--- src/rtl/uart_pkg.sv ---
// Shared types and helpers for the UART telemetry framer.
package uart_pkg;

  typedef enum logic [2:0] {
    IDLE  = 3'd0,
    LATCH = 3'd1,
    HDR   = 3'd2,
    SEQ   = 3'd3,
    DATA  = 3'd4,
    CSUM  = 3'd5,
    GAP   = 3'd6
  } framer_state_t;

  localparam logic [7:0] HEADER_BYTE = 8'hA5;

  // Channel words go out as whole bytes, zero-padded at the MSB end.
  function automatic int bytes_per_ch(input int data_w);
    return (data_w + 32'sd7) / 32'sd8;
  endfunction

endpackage

--- src/rtl/uart_tx_byte.sv ---
// 8N1 byte serialiser: start bit, 8 data bits LSB first, stop bit, each CLKS_PER_BIT cycles.
module uart_tx_byte #(
  parameter int CLKS_PER_BIT = 1085
) (
  input  logic       clk,
  input  logic       reset,
  input  logic       start,
  input  logic [7:0] data,
  output logic       serial_tx,
  output logic       ready,
  output logic       done
);

  localparam int CW = $clog2(CLKS_PER_BIT);
  localparam logic [CW-1:0] BAUD_LAST = CW'(CLKS_PER_BIT - 1);

  logic          busy_q,  busy_d;
  logic [CW-1:0] baud_q,  baud_d;
  logic [3:0]    bit_q,   bit_d;
  logic [7:0]    shreg_q, shreg_d;
  logic          tx_q,    tx_d;
  logic          last_cyc_s;

  assign last_cyc_s = (baud_q == BAUD_LAST);
  // done marks the final cycle of the stop bit so a back-to-back start loses no time.
  assign done       = busy_q && last_cyc_s && (bit_q == 4'd9);
  assign ready      = !busy_q || done;
  assign serial_tx  = tx_q;

  always_comb begin
    busy_d  = busy_q;
    baud_d  = baud_q;
    bit_d   = bit_q;
    shreg_d = shreg_q;
    tx_d    = tx_q;
    if (start && ready) begin
      busy_d  = 1'b1;
      baud_d  = '0;
      bit_d   = 4'd0;
      shreg_d = data;
      tx_d    = 1'b0;
    end else if (busy_q) begin
      if (last_cyc_s) begin
        baud_d = '0;
        if (bit_q == 4'd9) begin
          busy_d = 1'b0;
          bit_d  = 4'd0;
          tx_d   = 1'b1;
        end else begin
          bit_d = bit_q + 4'd1;
          tx_d  = (bit_q == 4'd8) ? 1'b1 : shreg_q[bit_q[2:0]];
        end
      end else begin
        baud_d = baud_q + CW'(1);
      end
    end else begin
      tx_d = 1'b1;
    end
  end

  always_ff @(posedge clk or posedge reset) begin
    if (reset) begin
      busy_q  <= 1'b0;
      baud_q  <= '0;
      bit_q   <= 4'd0;
      shreg_q <= 8'h00;
      tx_q    <= 1'b1;
    end else begin
      busy_q  <= busy_d;
      baud_q  <= baud_d;
      bit_q   <= bit_d;
      shreg_q <= shreg_d;
      tx_q    <= tx_d;
    end
  end

endmodule

--- src/rtl/uart_telemetry_framer.sv ---
// Snapshots NUM_CH channel words and streams them as a framed, checksummed 8N1 packet,
// repeating frames with a GAP_CYC idle gap while enabled and the host is ready.
module uart_telemetry_framer
  import uart_pkg::*;
#(
  parameter int         CLKS_PER_BIT = 1085,
  parameter int         NUM_CH       = 4,
  parameter int         DATA_W       = 16,
  parameter logic [7:0] HEADER       = HEADER_BYTE,
  parameter int         GAP_CYC      = 1000
) (
  input  logic                     clk,
  input  logic                     reset,
  input  logic                     dtr,
  input  logic                     fsm_en,
  input  logic [NUM_CH*DATA_W-1:0] ch_data,
  output logic                     serial_tx,
  output logic                     busy,
  output logic                     byte_done,
  output logic                     frame_done,
  output logic [7:0]               seq_num
);

  localparam int BPC      = bytes_per_ch(DATA_W);
  localparam int PAD_W    = BPC * 8;
  localparam int NBYTES   = NUM_CH * BPC;
  localparam int SW       = NBYTES * 8;
  localparam int IW       = $clog2(NBYTES) + 1;
  localparam int GW       = $clog2(GAP_CYC + 1) + 1;
  // Exiting GAP straight into LATCH costs two cycles before the next start bit.
  localparam int GAP_LAST = (GAP_CYC >= 2) ? GAP_CYC - 2 : 0;

  framer_state_t state_q, state_d;
  logic [SW-1:0] stream_q, stream_d;
  logic [IW-1:0] idx_q, idx_d;
  logic [GW-1:0] gap_q, gap_d;
  logic [7:0]    sum_q, sum_d;
  logic [7:0]    seq_q, seq_d;
  logic          busy_q, busy_d;
  logic          byte_done_q, byte_done_d;
  logic          frame_done_q, frame_done_d;
  logic          tx_start_s, tx_ready_s, tx_done_s, go_s;
  logic [7:0]    tx_data_s;
  logic [SW-1:0] latch_s;

  // ch0 lands in the top bytes so the frame is sent by shifting the snapshot left.
  for (genvar g = 0; g < NUM_CH; g++) begin : g_pad
    assign latch_s[(NUM_CH-1-g)*PAD_W +: PAD_W] = PAD_W'(ch_data[g*DATA_W +: DATA_W]);
  end

  assign go_s = fsm_en && !dtr;

  uart_tx_byte #(.CLKS_PER_BIT(CLKS_PER_BIT)) u_tx (
    .clk       (clk),
    .reset     (reset),
    .start     (tx_start_s),
    .data      (tx_data_s),
    .serial_tx (serial_tx),
    .ready     (tx_ready_s),
    .done      (tx_done_s)
  );

  always_comb begin
    state_d      = state_q;
    stream_d     = stream_q;
    idx_d        = idx_q;
    gap_d        = gap_q;
    seq_d        = seq_q;
    busy_d       = busy_q;
    byte_done_d  = tx_done_s;
    frame_done_d = 1'b0;
    tx_start_s   = 1'b0;
    tx_data_s    = HEADER;
    case (state_q)
      IDLE: begin
        if (go_s) begin
          state_d = LATCH;
          busy_d  = 1'b1;
        end else begin
          busy_d = 1'b0;
        end
      end
      LATCH: begin
        stream_d = latch_s;
        idx_d    = '0;
        if (tx_ready_s) begin
          tx_start_s = 1'b1;
          state_d    = HDR;
        end else begin
          state_d = LATCH;
        end
      end
      HDR, SEQ, DATA: begin
        // dtr only matters at byte boundaries; a raised dtr abandons the frame.
        if (tx_done_s && dtr) begin
          state_d = IDLE;
          busy_d  = 1'b0;
        end else if (tx_done_s) begin
          tx_start_s = 1'b1;
          if (state_q == HDR) begin
            tx_data_s = seq_q;
            state_d   = SEQ;
          end else if (state_q == DATA && idx_q == IW'(NBYTES - 1)) begin
            tx_data_s = 8'h00 - sum_q;
            state_d   = CSUM;
          end else begin
            tx_data_s = stream_q[SW-1 -: 8];
            stream_d  = stream_q << 8;
            idx_d     = (state_q == SEQ) ? '0 : idx_q + IW'(1);
            state_d   = DATA;
          end
        end else begin
          state_d = state_q;
        end
      end
      CSUM: begin
        if (tx_done_s) begin
          frame_done_d = 1'b1;
          seq_d        = seq_q + 8'd1;
          busy_d       = 1'b0;
          gap_d        = '0;
          state_d      = (GAP_CYC >= 2) ? GAP : IDLE;
        end else begin
          state_d = CSUM;
        end
      end
      GAP: begin
        if (gap_q == GW'(GAP_LAST)) begin
          state_d = go_s ? LATCH : IDLE;
          busy_d  = go_s;
        end else begin
          gap_d = gap_q + GW'(1);
        end
      end
      default: begin
        state_d = IDLE;
        busy_d  = 1'b0;
      end
    endcase
    sum_d = tx_start_s ? ((state_q == LATCH) ? tx_data_s : sum_q + tx_data_s) : sum_q;
  end

  always_ff @(posedge clk or posedge reset) begin
    if (reset) begin
      state_q      <= IDLE;
      stream_q     <= '0;
      idx_q        <= '0;
      gap_q        <= '0;
      sum_q        <= 8'h00;
      seq_q        <= 8'h00;
      busy_q       <= 1'b0;
      byte_done_q  <= 1'b0;
      frame_done_q <= 1'b0;
    end else begin
      state_q      <= state_d;
      stream_q     <= stream_d;
      idx_q        <= idx_d;
      gap_q        <= gap_d;
      sum_q        <= sum_d;
      seq_q        <= seq_d;
      busy_q       <= busy_d;
      byte_done_q  <= byte_done_d;
      frame_done_q <= frame_done_d;
    end
  end

  assign busy       = busy_q;
  assign byte_done  = byte_done_q;
  assign frame_done = frame_done_q;
  assign seq_num    = seq_q;

endmodule
--- config.mk ---
export PLATFORM = sky130hd
export DESIGN_NAME = uart_telemetry_framer
export DESIGN_NICKNAME = d
export VERILOG_FILES = /design/src/rtl/uart_pkg.sv /design/src/rtl/uart_tx_byte.sv /design/src/rtl/uart_telemetry_framer.sv
export SDC_FILE = /design/constraint.sdc
export NUM_CORES = 1
export LEC_CHECK = 0
export ABC_AREA = 1
export BUFFER_PORTS_ARGS = -buffer_cell sky130_fd_sc_hd__buf_4
export CAP_MARGIN = 25
export CORE_UTILIZATION = 63
export CTS_CLUSTER_SIZE = 25
export DETAILED_ROUTE_END_ITERATION = 8
export HOLD_SLACK_MARGIN = 0.02
export PLACE_DENSITY = 0.85
export SETUP_SLACK_MARGIN = 0.1
export SLEW_MARGIN = 20
export SYNTH_ARGS = -nofsm -noshare
export SYNTH_HDL_FRONTEND = slang
export SYNTH_SLANG_ARGS = --single-unit
export TNS_END_PERCENT = 5
--- constraint.sdc ---
create_clock -name clk -period 5.8 [get_ports clk]
set_input_delay 0.29 -clock clk [delete_from_list [all_inputs] [get_ports clk]]
set_output_delay 0.29 -clock clk [all_outputs]
set_load 0.02 [all_outputs]
==> results of run 1 <==
## power groups by stage
stage	combinational, mW	sequential (mW)	clock, mW
after CTS	0.707	1.24	1.10
after detailed placement	0.696	1.25	0
after global placement	0.668	1.25	0
after floorplan	0.546	1.22	0
after global routing	0.823	1.27	1.14
final	0.730	1.25	1.10
## registers in the layout (all words and copies together), names as in the netlist, 3 cells and up
name / flops
idx_q: 4
u_tx.bit_q: 4
u_tx.baud_q: 11
u_tx.shreg_q: 8
stream_q: 64
seq_num: 8
sum_q: 8
gap_q: 11
state_q: 3
## synth_stat cells, drive strengths merged, types with 3 or more instances
cell	instances	area share, %
a21oi	9	0.66
a22o	8	1.0
buf	12	1.1
clkbuf	18	0.99
dfrtp	125	46
ha	15	2.8
inv	75	4.2
nand2	446	25
nand3	32	2.4
nand3b	4	0.44
nand4	15	1.5
nor2	49	3.4
nor3	10	0.81
o2111ai	3	0.39
o21ai	56	4.1
o221ai	3	0.39
o22ai	8	0.73
xnor2	7	0.90
xor2	15	1.9
## cells by family (layout without fill, tap and decap cells)
group	after synthesis	count (layout)
compound gates	94	94
xor+xnor	22	22
fa+ha+maj	16	16
buf+inv	106	200
flops	126	126
mux	1	1
simple gates	557	557
## layer usage
metal  vias up  part of all wire [%]  wire, um
li1       3085                     -         -
met1      2963                    43      7100
met2       207                    49      8170
met3        38                   5.4       896
met4         0                   2.3       376
met5         -                     0         0
## tightest hold or removal path: stages
cell	delay (ns)
buf_4	0.07
nand2_1	0.04
nand2_1	0.05
nand2_1	0.05
nand2_1	0.04
## worst paths after layout
kind / startpoint / to / slack, ns
max: state_q[1] / stream_q[39] / 2.25
min: ch_data[43] / stream_q[27] / 0.04
max reg2reg: state_q[1] / stream_q[39] / 2.25
min reg2reg: u_tx.serial_tx / u_tx.serial_tx / 0.48
max in group asynchronous: reset / u_tx.serial_tx / 4.24
min in group asynchronous: reset / gap_q[5] / 0.41
## final cells by class
type / instances / area, um^2
Clock buffer: 20 / 435
Clock inverter: 11 / 166
Fill cell: 738 / 2220
Inverter: 76 / 290
Multi-Input combinational cell: 690 / 3230
Sequential cell: 126 / 3150
Tap cell: 136 / 170
Timing Repair Buffer: 93 / 753
==> results.yml, run 1 <==
setup_path:
  worstPathArrival_ns: 4.02
  crit_buf_inv: 5
  path_cells: "nand2_1, nor2_4, inv_2, nand2_2, nor2_8, inv_4, o21ai_1, nand2_2, buf_4, inv_2, buf_12, nand2_1, nand2_1"
  critPathMaxFanout: 64
  end_kind: "flip-flop"
  critPathMaxStageDelay_ns: 0.64
  crit_path_frequent_cell: "nand2_1"
  worstRegToRegCells: 13
  startpoint_type: "flip-flop"
  critPathKind: "flip-flop to flip-flop"
  required_ns: 6.28
  cp_slowest_cell: "nor2_8"
  crit_cells: 13
  cp_top_family: "buffers and inverters"
pwr:
  leakage_nw: 4.31
  p_seq_share_pct: 40.6
  pwr-share-comb_pct: 23.7
  ir_drop_mv: 0.283
  p_total_mw: 3.08
  switching_power_mw: 1.01
  power_density_mw_per_mm2: 376
  sw_frac_of_total_pct: 32.7
  p_clk_share_pct: 35.7
  intPower_mw: 2.07
placement:
  port_buffers: 79
  hpwl_mm: 10.4
  placed_cell_area_mm2: 0.00746
  routabilityCongestion: 0.904
  post-place-ws_ns: 2.04
  post-place-cells: 1110
sta:
  timing.final.crit_share_pct: 61.2
  fin_tns_setup_ns: 0
  worstMarginPinSlew_ns: 0.823
  fin_skew_ns: 0.0101
  hold_ws_ns: 0.0405
  hold_viol: 0
  relSlewSlack_pct: 45.1
  rsz0062_at_grt: "false"
  setup_viol: 0
  fmax_ghz: 0.282
  setup_slack_ns: 2.25
  slew_violations: 0
  final.min_clock_period_ns: 3.55
clock_tree:
  ctsHoldBuffers: 9
  cts_root_buf: "clkbuf_8"
  cts_tree: "done"
  clock_sinks: 126
  cts_resized: 0
  clockBufferDepth: 2
  postCtsSetupRepairBufs: 0
  clkSlewWorstSetupHoldPaths_ns: 0.06
  insertion_delay_ns: 0.54
  h-tree-depth: 4
  cts_made_buffers: 17
floorplanning:
  core-area_mm2: 0.0104
  die_w_um: 106
  die_y_um: 106
  ioPinCount: 80
  initial_core_util_pct: 65.4
  die-area_mm2: 0.0112
  rows: 37
final_layout:
  areaGrowthSynthToFinish_pct: 20.3
  diodes: 0
  final_common_cell: "nand2_1"
  drive_gt1_share_pct: 13.5
  final-instance-count-excl-fill: 1152
  fin_area_mm2: 0.00820
  final_util_pct: 78.7
  final_nets: 1088
  final_cell_mix: "nand2_1, dfrtp_1, buf_4, inv_1, nor2_1"
yosys:
  syn_nets: 1006
  synth-compound-area-share_pct: 8.06
  synth.distinct_cells: 39
  synth_mux_area_share_pct: 0.165
  synthSimpleGateAreaFrac_pct: 33.3
  ys_async_sr_fraction_pct: 100
  avgSynthCellArea_um2: 7.39
  synth-seq-cells: 126
  synth-xor-area-share_pct: 2.83
  synth_ff_type: "dfrtp_1"
  ys_warn_count: 0
  synth_cells: 922
  synth_top_family_by_area: "simple AND/OR/NAND/NOR gates"
  synth_fa_ha_area_share_pct: 3.05
  synth-edff-count: 0
  synth_area_mm2: 0.00681
  ys_seq_area_share_pct: 46.3
global_routing:
  grt.total_usage_pct: 31.0
  first_global_vias: 5950
  grt_max_degree: 76
  grt_pass1_wl_mm: 27.1
  top_usage_layer: "met2"
  grt_util_met1_pct: 40.1
  grt.met3_usage_pct: 7.30
  grt_overflow: 0
  grtUsageMet2_pct: 50.6
  antenna_found_initial: 0
route:
  drt-pass1-iter-count: 5
  drtIter0Drc: 499
  routed_wl_mm: 16.5
  drc_errors: 0
  routedWlPerCell_um: 14.4
  drtAntennaViolNets: 0
  vias: 6293
  vias_per_cell: 5.46
job:
  max-cap-violations: 0
min_path:
  hp-class: "input pin to flip-flop"
  holdPathStages: 5
outcome:
  outcome: "completed"
Power figures use the tool's default switching activity.
==> run 2, diff against run 1 <==
--- a/config.mk
+++ b/config.mk
@@ -8,11 +8,11 @@
 export ABC_AREA = 1
 export BUFFER_PORTS_ARGS = -buffer_cell sky130_fd_sc_hd__buf_4
 export CAP_MARGIN = 25
-export CORE_UTILIZATION = 63
+export CORE_UTILIZATION = 59
 export CTS_CLUSTER_SIZE = 25
 export DETAILED_ROUTE_END_ITERATION = 8
 export HOLD_SLACK_MARGIN = 0.02
-export PLACE_DENSITY = 0.85
+export PLACE_DENSITY = 0.81
 export SETUP_SLACK_MARGIN = 0.1
 export SLEW_MARGIN = 20
 export SYNTH_ARGS = -nofsm -noshare
==> constraint.sdc (replaced) <==
create_clock -name clk -period 3.5 [get_ports clk]
set_input_delay 0.175 -clock clk [delete_from_list [all_inputs] [get_ports clk]]
set_output_delay 0.175 -clock clk [all_outputs]
set_load 0.02 [all_outputs]
==> results.yml, run 2 (synthesis results as in run 1) <==
outcome:
  outcome: "completed"
setup_path:
  reg2reg_from: "idx_q[0]"
  worstPathArrival_ns: 3.37
  worstRegToRegCells: 20
  reg2reg_to: "sum_q[6]"
  crit_path_frequent_cell: "nand2_1"
  critPathMaxStageDelay_ns: 0.42
  critPathMaxFanout: 11
  path_cells: "ha_1, nand2_1, inv_1, nand2_1, nor2_1, buf_4, nor2_1, inv_2, o21a_1, nor2_1, inv_1, fa_1, nand3b_1, nand2_1, nand2_1, nand2_1, a21oi_1, or2_2, nand4_1, o21ai_1"
  reg2reg_slack_ns: 0.42
  critPathKind: "flip-flop to flip-flop"
  end_kind: "flip-flop"
  startpoint_type: "flip-flop"
  cp_slowest_cell: "fa_1"
  required_ns: 3.79
pwr:
  leakage_nw: 4.34
  ir_drop_mv: 0.680
  power_density_mw_per_mm2: 614
global_routing:
  grt_pass1_wl_mm: 26.3
  antenna_found_initial: 0
  grt.total_usage_pct: 28.6
  first_global_vias: 5760
  grt_overflow: 0
  grt_max_degree: 94
clock_tree:
  cts_tree: "done"
  clockBufferDepth: 2
  cts_made_buffers: 17
  cts_root_buf: "clkbuf_16"
  h-tree-depth: 4
  clock_sinks: 126
  insertion_delay_ns: 0.42
  postCtsSetupRepairBufs: 0
  clkSlewWorstSetupHoldPaths_ns: 0.05
sta:
  fin_skew_ns: 0.0103
  final.min_clock_period_ns: 3.08
  timing.final.crit_share_pct: 88.0
  setup_viol: 0
  fmax_ghz: 0.325
  hold_viol: 0
  relSlewSlack_pct: 49.7
  worstMarginPinSlew_ns: 0.753
  fin_tns_setup_ns: 0
  rsz0062_at_grt: "false"
  slew_violations: 0
final_layout:
  largest_registers: "stream_q: 64 flops, gap_q: 11 flops, u_tx.baud_q: 11 flops"
  drive_gt1_share_pct: 14.2
  areaGrowthSynthToFinish_pct: 21.2
  fin_area_mm2: 0.00826
  fillers: 852
  final_cell_mix: "nand2_1, dfrtp_1, buf_4, inv_1, nor2_1"
  regMostFlops: "stream_q"
  largest_reg_flops: 64
  final_common_cell: "nand2_1"
  final_nets: 1093
  diodes: 0
  multi_input_area_mm2: 0.00323
  regArea_mm2: 0.00315
route:
  vias: 6152
  drtAntennaViolNets: 0
  drt-pass1-iter-count: 6
  drtIter0Drc: 529
  routedWlPerCell_um: 13.5
  drc_errors: 0
  routed_wl_mm: 15.7
  vias_per_cell: 5.29
min_path:
  hold_path_startpoint: "ch_data[17]"
  holdPathStages: 5
  hp-class: "input pin to flip-flop"
  hold_end: "stream_q[33]"
floorplanning:
  die-area_mm2: 0.0120
  die_w_um: 109
  ioPinCount: 80
  die_y_um: 109
  rows: 38
  initial_core_util_pct: 61.8
  core-area_mm2: 0.0110
placement:
  port_buffers: 79
  placed_cell_area_mm2: 0.00754
  hpwl_mm: 10.7
  routabilityCongestion: 0.957
job:
  max-cap-violations: 0
-- run 2: stage by stage --
step / hold slack (ns) / instances / worst slack [ns] / util [%] / power [mW]
global route: 0.0571 / 1162 / 0.126 / 74.9 / 5.37
CTS: 0.0346 / 1162 / 0.328 / 74.9 / 5.09
finish: 0.0505 / 1162 / 0.420 / 74.9 / 5.07
global placement: 0.344 / 1121 / 0.437 / 68.4 / 3.22
floorplan: 0.315 / 922 / 0.566 / - / 2.93
detailed placement: 0.348 / 1121 / 0.347 / 68.4 / 3.26
-- run 2: power by group --
part,internal (mW),leakage [nW],switching [mW]
combinational,0.436,2.46,0.773
sequential,1.85,1.59,0.214
clock,1.18,0.294,0.622
total,3.47,4.34,1.61
-- run 2: timing repair --
action                                 4_1_cts  5_1_grt
setup endpoints to repair                    0        2
endpoints found under the hold margin       41        0
hold buffers                                 9        0
gates resized for setup                      0        1
-- run 2: how the worst max path moves through the flow --
| stage | start | to | slack [ns] | cells after the start |
|---|---|---|---|---|
| floorplan | u_tx.baud_q[0] | sum_q[6] | 0.57 | 20 |
| finish | idx_q[0] | sum_q[6] | 0.42 | 20 |
| detailed placement | u_tx.baud_q[0] | sum_q[6] | 0.35 | 20 |
| global route | idx_q[1] | sum_q[6] | 0.13 | 21 |
| global placement | u_tx.baud_q[0] | sum_q[6] | 0.44 | 20 |
| CTS | u_tx.baud_q[0] | sum_q[6] | 0.33 | 20 |
-- run 2: final cells by class --
| type | instances | area share (%) |
|---|---|---|
| Clock inverter | 7 | 1.20 |
| Inverter | 76 | 3.53 |
| Clock buffer | 25 | 6.36 |
| Sequential cell | 126 | 38.2 |
| Multi-Input combinational cell | 690 | 39.1 |
| Tap cell | 140 | 2.12 |
| Timing Repair Buffer | 98 | 9.48 |
-- run 2: routing by layer --
layer | routed length [um] | GRT usage [%] | vias up
met3 | 883 | 6.99 | 21
met1 | 7040 | 38.2 | 2846
met5 | 0 | 0 | -
li1 | - | - | 3099
met2 | 7540 | 46.1 | 186
met4 | 265 | 8.76 | 0
-- run 2: critical path, delay by kind of cell, from the launching register on --
kind                     cells  cell delay [ns]
AND/OR/NAND/NOR             11             1.20
adder cells (fa/ha/maj)      2             0.63
buffers and inverters        4             0.40
flip-flops                   1             0.39
AO/OA/AOI/OAI                3             0.34
